File: config.mk
export PLATFORM = sky130hd
export DESIGN_NAME = hazard_stall_ctrl
export DESIGN_NICKNAME = d
export VERILOG_FILES = /design/src/rtl/hazard_stall_ctrl.sv
export SDC_FILE = /design/constraint.sdc
export NUM_CORES = 1
export LEC_CHECK = 0
export CORE_ASPECT_RATIO = 0.5
export CORE_UTILIZATION = 28
export DETAILED_ROUTE_END_ITERATION = 16
export HOLD_SLACK_MARGIN = 0.12
export PLACE_DENSITY = 0.84
export SLEW_MARGIN = 20
export SYNTH_ARGS = -nofsm -noshare
export SYNTH_HDL_FRONTEND = slang
export SYNTH_SLANG_ARGS = --single-unit
export TNS_END_PERCENT = 5
File: constraint.sdc
create_clock -name clock -period 2.5 [get_ports clock]
set_input_delay 0.5 -clock clock [delete_from_list [all_inputs] [get_ports clock]]
set_output_delay 0.5 -clock clock [all_outputs]
set_load 0.02 [all_outputs]
File: src/rtl/hazard_stall_ctrl.sv
// Stall / flush / multdiv-interlock controller for the 5-stage pipeline.
// Resolves load-use hazards, wrong-path instructions after a taken
// branch/jump and multi-cycle mul/div by holding or killing stages.
module hazard_stall_ctrl #(
  parameter int unsigned TIMEOUT = 40,
  parameter int unsigned CNT_W   = 6
) (
  input  logic             clock,
  input  logic             reset,
  input  logic [31:0]      fd_insn,
  input  logic [31:0]      dx_insn,
  input  logic             branch_taken_x,
  input  logic             multdiv_rdy,
  output logic             stall_pc,
  output logic             stall_fd,
  output logic             stall_dx,
  output logic             bubble_dx,
  output logic             bubble_xm,
  output logic             flush_fd,
  output logic             ctrl_mult,
  output logic             ctrl_div,
  output logic             multdiv_busy,
  output logic             timeout_err,
  output logic [CNT_W-1:0] busy_count
);

  localparam logic [4:0] OP_RTYPE = 5'b00000;
  localparam logic [4:0] OP_LW    = 5'b01000;
  localparam logic [4:0] OP_SW    = 5'b00111;
  localparam logic [4:0] OP_ADDI  = 5'b00101;
  localparam logic [4:0] OP_BNE   = 5'b00010;
  localparam logic [4:0] OP_BLT   = 5'b00110;
  localparam logic [4:0] OP_JR    = 5'b00100;
  localparam logic [4:0] ALU_MUL  = 5'b00110;
  localparam logic [4:0] ALU_DIV  = 5'b00111;

  localparam logic [CNT_W-1:0] CNT_LAST = CNT_W'(TIMEOUT - 1);
  localparam logic [CNT_W-1:0] CNT_MAX  = CNT_W'(TIMEOUT);

  typedef enum logic {S_IDLE, S_BUSY} state_t;

  state_t           r_state;
  state_t           w_state_nxt;
  logic [CNT_W-1:0] r_cnt;
  logic [CNT_W-1:0] w_cnt_nxt;

  logic [4:0] w_fd_op, w_fd_rd, w_fd_rs1, w_fd_rs2;
  logic [4:0] w_dx_op, w_dx_rd, w_dx_alu;
  logic       w_fd_rd_src, w_fd_rs1_src, w_fd_rs2_src;
  logic       w_dx_mul, w_dx_div, w_load_use;
  logic       w_unused;

  // Field extraction for both latches
  assign w_fd_op  = fd_insn[31:27];
  assign w_fd_rd  = fd_insn[26:22];
  assign w_fd_rs1 = fd_insn[21:17];
  assign w_fd_rs2 = fd_insn[16:12];
  assign w_dx_op  = dx_insn[31:27];
  assign w_dx_rd  = dx_insn[26:22];
  assign w_dx_alu = dx_insn[6:2];
  assign w_unused = ^{fd_insn[11:0], dx_insn[21:7], dx_insn[1:0]};

  // Which fd fields are real source operands for this opcode
  assign w_fd_rd_src  = (w_fd_op == OP_SW) || (w_fd_op == OP_BNE) ||
                        (w_fd_op == OP_BLT) || (w_fd_op == OP_JR);
  assign w_fd_rs1_src = (w_fd_op == OP_RTYPE) || (w_fd_op == OP_ADDI) ||
                        (w_fd_op == OP_LW) || (w_fd_op == OP_SW) ||
                        (w_fd_op == OP_BNE) || (w_fd_op == OP_BLT);
  assign w_fd_rs2_src = (w_fd_op == OP_RTYPE);

  assign w_dx_mul = (w_dx_op == OP_RTYPE) && (w_dx_alu == ALU_MUL);
  assign w_dx_div = (w_dx_op == OP_RTYPE) && (w_dx_alu == ALU_DIV);

  // lw in X whose nonzero destination is read by the instruction in D
  assign w_load_use = (w_dx_op == OP_LW) && (w_dx_rd != 5'd0) &&
                      ((w_fd_rd_src  && (w_fd_rd  == w_dx_rd)) ||
                       (w_fd_rs1_src && (w_fd_rs1 == w_dx_rd)) ||
                       (w_fd_rs2_src && (w_fd_rs2 == w_dx_rd)));

  // State and busy counter register
  always_ff @(posedge clock) begin
    if (!reset) begin
      r_state <= S_IDLE;
      r_cnt   <= '0;
    end else begin
      r_state <= w_state_nxt;
      r_cnt   <= w_cnt_nxt;
    end
  end

  // Next state and pipeline controls; flush beats multdiv beats load-use
  always_comb begin
    w_state_nxt  = r_state;
    w_cnt_nxt    = r_cnt;
    stall_pc     = 1'b0;
    stall_fd     = 1'b0;
    stall_dx     = 1'b0;
    bubble_dx    = 1'b0;
    bubble_xm    = 1'b0;
    flush_fd     = 1'b0;
    ctrl_mult    = 1'b0;
    ctrl_div     = 1'b0;
    multdiv_busy = 1'b0;
    timeout_err  = 1'b0;
    case (r_state)
      S_IDLE: begin
        if (branch_taken_x) begin
          flush_fd  = 1'b1;
          bubble_dx = 1'b1;
        end else if (w_dx_mul || w_dx_div) begin
          ctrl_mult   = w_dx_mul;
          ctrl_div    = w_dx_div;
          stall_pc    = 1'b1;
          stall_fd    = 1'b1;
          stall_dx    = 1'b1;
          bubble_xm   = 1'b1;
          w_state_nxt = S_BUSY;
          w_cnt_nxt   = '0;
        end else if (w_load_use) begin
          stall_pc  = 1'b1;
          stall_fd  = 1'b1;
          bubble_dx = 1'b1;
        end
      end
      S_BUSY: begin
        multdiv_busy = 1'b1;
        if (multdiv_rdy || (r_cnt == CNT_LAST)) begin
          timeout_err = !multdiv_rdy;
          w_state_nxt = S_IDLE;
          w_cnt_nxt   = '0;
        end else begin
          stall_pc  = 1'b1;
          stall_fd  = 1'b1;
          stall_dx  = 1'b1;
          bubble_xm = 1'b1;
          if (r_cnt != CNT_MAX) w_cnt_nxt = r_cnt + CNT_W'(1);
        end
      end
      default: w_state_nxt = S_IDLE;
    endcase
    if (!reset) begin
      stall_pc     = 1'b0;
      stall_fd     = 1'b0;
      stall_dx     = 1'b0;
      bubble_dx    = 1'b0;
      bubble_xm    = 1'b0;
      flush_fd     = 1'b0;
      ctrl_mult    = 1'b0;
      ctrl_div     = 1'b0;
      multdiv_busy = 1'b0;
      timeout_err  = 1'b0;
    end
  end

  // Counter is visible only while out of reset
  assign busy_count = reset ? r_cnt : '0;

endmodule

After elaboration in Yosys (flattened, before gate mapping) --
Index checks and enable logic that the tools add are counted.
Storage, ports and cells: bits in registers 7, bits in latches 0, RAM bits 0, bits in read-only memories 0, logic and storage cells 81, memories 0
Cells by class: add/subtract/negate cells 1, $mul 0, div/mod/pow operators 0, magnitude comparators 0, eq/ne operators 17, shifts and indexed selects 0, mux-type cells 36, bitwise operators 1, reduce and logical (&&, ||, !) cells 24
Operators with widths (number):
- 5-bit by 3-bit equality test with 1-bit output, second input constant | 6
- 6-bit 2-to-1 mux | 5
- 1-bit 2-to-1 mux | 28
- 5-bit equality test | 3
- 1-bit logical OR | 12
- 6-bit one-hot mux with 2 select lines | 1
- 5-bit by 4-bit equality test with 1-bit output, second input constant | 2
- 5-bit zero test | 2
- 1-bit logical AND | 7
- 6-bit by 1-bit adder with 6-bit output, second input constant | 1
- 6-bit equality test, second input constant | 1
- 6-bit inequality test, second input constant | 1
- 5-bit by 2-bit equality test with 1-bit output, second input constant | 1
- 5-bit nonzero test | 1
- 2-bit inequality test, second input constant | 2
- 1-bit one-hot mux with 2 select lines | 2
- 3-bit by 1-bit inequality test with 1-bit output, second input constant | 1
- 3-bit AND reduction | 1
- 1-bit zero test | 1
- 1-bit inverter | 1

Depth between registers and ports, before layout --
depth after elaboration 15, gate-level depth with buffers 7, depth with buffers taken out 6

Worst setup path after synthesis --
OpenSTA, ideal clock, no wires.
path type input to output, from in dx_insn[31], to out stall_pc, data arrival time 2.047 ns, required time 2.000 ns, slack -0.047 ns, stages on the path 6, path buffers 1, cells stage by stage or4_4 > nor2_1 > o21ai_0 > a31o_2 > a21oi_1 > buf_4
Between the ends: cells in the longest elaborated chain, start to end 8, elaborated cells between the ends (all ways) 12
RTL lines:
- start: declaration | RTL line 11 | input logic [31:0] dx_insn,
- 5-bit by 4-bit equality test with 1-bit output | RTL line 75 | assign w_load_use = (w_dx_op == OP_LW) && (w_dx_rd != 5'd0) &&
- 1-bit logical AND (2 in a row) | RTL line 75
- 1-bit 2-to-1 mux
- 1-bit 2-to-1 mux * (2 in a row)
- 1-bit one-hot mux with 2 select lines *
- 1-bit 2-to-1 mux *
- end: declaration | RTL line 14 | output logic stall_pc,
Mark *: on every way between the ends. The rest lies on a longest branch, timed or not.

Final worst setup path --
from in fd_insn[12], to out stall_pc
Between the ends: cells in the longest elaborated chain, start to end 9
RTL lines:
- start: declaration | RTL line 10 | input logic [31:0] fd_insn,
- 5-bit equality test | RTL line 78 | (w_fd_rs2_src && (w_fd_rs2 == w_dx_rd)));
- 1-bit logical AND | RTL line 78
- 1-bit logical OR | RTL line 77 | (w_fd_rs1_src && (w_fd_rs1 == w_dx_rd)) ||
- 1-bit logical AND | RTL line 75
- 1-bit 2-to-1 mux | RTL line 119 | end else if (w_load_use) begin
- 1-bit 2-to-1 mux | RTL line 110 | end else if (w_dx_mul || w_dx_div) begin
- 1-bit 2-to-1 mux | RTL line 107 | if (branch_taken_x) begin
- 1-bit one-hot mux with 2 select lines | RTL line 105 | case (r_state)
- 1-bit 2-to-1 mux | RTL line 141 | if (!reset) begin
Every way passes these cells.

==> key figures <==
Floorplanning
  • Row count: 12
  • Die area: 0.00297 mm^2
  • Core box area: 0.00240 mm^2
  • Starting Density: 31.9%
  • Boundary Pins: 84
  • Chip width: 76.0 um
  • Die H: 39.0 um

GRT
  • Antenna violations before repair: 0
  • First-pass GRT wire length: 4.70 mm
  • Vias in the first global route: 1091
  • All-layer global routing usage: 20.8%
  • Gr ovfl total: 0
  • Largest net degree at the start of global routing: 9

Clock tree
  • # hold bufs at CTS: 0
  • CTS tree: yes
  • Clk sinks: 7
  • Clock buffer depth: 2
  • Root Driver: clkbuf_8
  • Total CTS buffers: 3
  • H-tree lvl count: 1
  • Worst skew pair latency: 0.23 ns
  • Clock transition at path regs: 0.04 ns

Power and ir drop
  • Total power: 409 uW
  • Power density over the cells: 246 mW/mm^2
  • Peak supply drop: 0.000106 V
  • Lkg Pwr: 0.766 nW

Critical path
  • CP bufs+invs: 2
  • Crit path required time: 2.00 ns
  • Setup crit end kind: output port
  • Worst path depth: 6
  • Crit-path max cell delay: 0.52 ns
  • Critical Path Source Type: input pin
  • Worst reg-to-reg path cell count: 7
  • CP max FO: 2
  • Slowest cell on the critical path: or4_4
  • Critical path cell sequence: dlygate4sd2_1, xor2_1, or4_4, a31o_4, a21oi_4, buf_6
  • Worst EP arrival: 1.96 ns
  • Crit path max-delay family: simple AND/OR/NAND/NOR gates
  • Critical path class: input pin to output port

Route
  • 1st-iter DRT viols: 34
  • Antenna Violating Nets Remaining: 0
  • Metal2 WL: 1.68 mm
  • Via-to-Cell Ratio: 4.82
  • DR pass1 iterations: 4
  • Met3 WL post-DR: 118 um
  • Met1 Wirelength: 1.19 mm
  • Vias after detailed routing: 1071
  • Routed Wire Length: 2.99 mm
  • # DRC: 0
  • Routed length per placed instance: 13.5 um
  • Top Layer Used: met4

Timing
  • Fin worst setup slack: 0.0384 ns
  • Period utilization: 98.5%
  • Crit path time final: 2.46 ns
  • Fmax: 0.406 GHz
  • Clock Skew: 0.00355 ns
  • Hold Vio Cnt, Final: 0
  • Relative slew margins: 73.1%
  • Final slew viol count: 0
  • Worst hold slack: 0.580 ns
  • Setup TNS: 0 ns
  • Setup Viol. Count Final: 0
  • Worst Tran Pin Value: 0.402 ns

Finish
  • Sequential Area: 140 um^2
  • Final Util: 69.2%
  • Finished Layout Cells: 222
  • Most frequent cells in the layout: buf_4, clkdlybuf4s50_1, xor2_1
  • Layout fillers: 198
  • Layout area overhead: 117%
  • Post-route cell area: 0.00166 mm^2
  • # diodes: 0
  • Layout Nets: 258
  • Share of cells above drive strength 1: 34.8%
  • Leading cell type in the layout, fill and taps excluded: buf_4
  • Area of the multi-input gates: 689 um^2

Placed design
  • Dpl hpwl: 2.30 mm
  • GPL Wtd Cong: 0.789
  • Pre-CTS WS: -0.771 ns
  • Post-DP Area: 0.00154 mm^2
  • DP Cell Count: 216
  • Port bufs: 54

Synthesis
  • Post-synth top area cell: dfxtp_1
  • Syn. warnings: 0
  • Post-synthesis sequential area ratio: 18.3%
  • Post-synth top area share: 18.3%
  • Largest cells by area after synthesis: dfxtp_1, xor2_1, nor2_1, nand2_1, nand4_1
  • Synth Register Bits: 7
  • Post-synthesis cell type count: 30
  • Syn Nets: 173
  • Avg Inst Size Synth: 7.45 um^2
  • Synthesized area: 767 um^2
  • Post-synthesis cell count: 103

Hold path
  • Hold depth: 2
  • Min-delay worst type: flop to flop

Run
  • Maximum Capacitance Violations: 0

Outcome
  • Status: completed
==> worst reg2reg max path, cell delays in order, from the launching register on <==
cell and delay [ns]:
dfxtp_1 0.31, ha_1 0.22, nand4b_1 0.13, nor2_1 0.06, nor3_1 0.30, nor2_1 0.18, nor2_4 0.16, buf_4 0.12
==> state kept, by name (all words and copies together) (netlist names) <==
| signal | count |
|---|---|
| r_state | 1 |
| r_cnt | 6 |
==> layer usage <==
| metal | vias to the layer above | track usage (%) |
|---|---|---|
| met2 | 39 | 49.5 |
| met3 | 2 | 2.12 |
| li1 | 530 | - |
| met5 | - | 0 |
| met4 | 0 | 4.33 |
| met1 | 500 | 20.4 |
==> area by class of cell <==
class                      instances  area share [%]
clock buffer                       4            2.71
inverter                           8            1.81
multi-input combinational         86            41.5
sequential                         7            8.43
tap                               35            2.64
timing repair buffer              82            42.9
==> cells by family after synthesis <==
family                   Yosys count  synth area share [%]
XOR/XNOR                          18                  20.6
AO/OA/AOI/OAI                     12                  13.2
flip-flops                         7                  18.3
AND/OR/NAND/NOR                   53                  37.5
adder cells (fa/ha/maj)            3                  4.57
buffers and inverters             10                  5.87
==> power by group <==
| group | internal [mW] | switching [mW] |
|---|---|---|
| sequential | 0.112 | 0.0000219 |
| combinational | 0.0803 | 0.0553 |
| clock | 0.111 | 0.0511 |
| total | 0.303 | 0.106 |
==> timing repair <==
action / 4_1_cts / 5_1_grt
gates cloned: 0 / 0
setup buffers: 2 / 0
resized for setup: 100 / 16
endpoints found under the setup margin: 9 / 5
pin swaps: 16 / 13
==> path summary, 6_finish.rpt <==
check              start        to  slack, ns
min             r_cnt[4]  r_cnt[4]       0.58
max          fd_insn[12]  stall_pc       0.04
max reg2reg     r_cnt[0]   r_state       0.98
min reg2reg     r_cnt[4]  r_cnt[4]       0.58
==> synthesized netlist by cell type (all sizes together) <==
master and number:
o22ai 1, o41ai 1, nor2 15, xnor2 3, o21ai 4, nand3 1, ha 2, or4 3
nor4 3, inv 8, buf 2, nand4 5, nand4b 3, xor2 15, dfxtp 7, and3 2
o41a 1, and2 4, a21boi 1, nor2b 1, a31o 1, nand2 9, maj3 1, nand4bb 1
nand3b 1, nor3 5, a21oi 3
(Power assumes the default switching activity.)
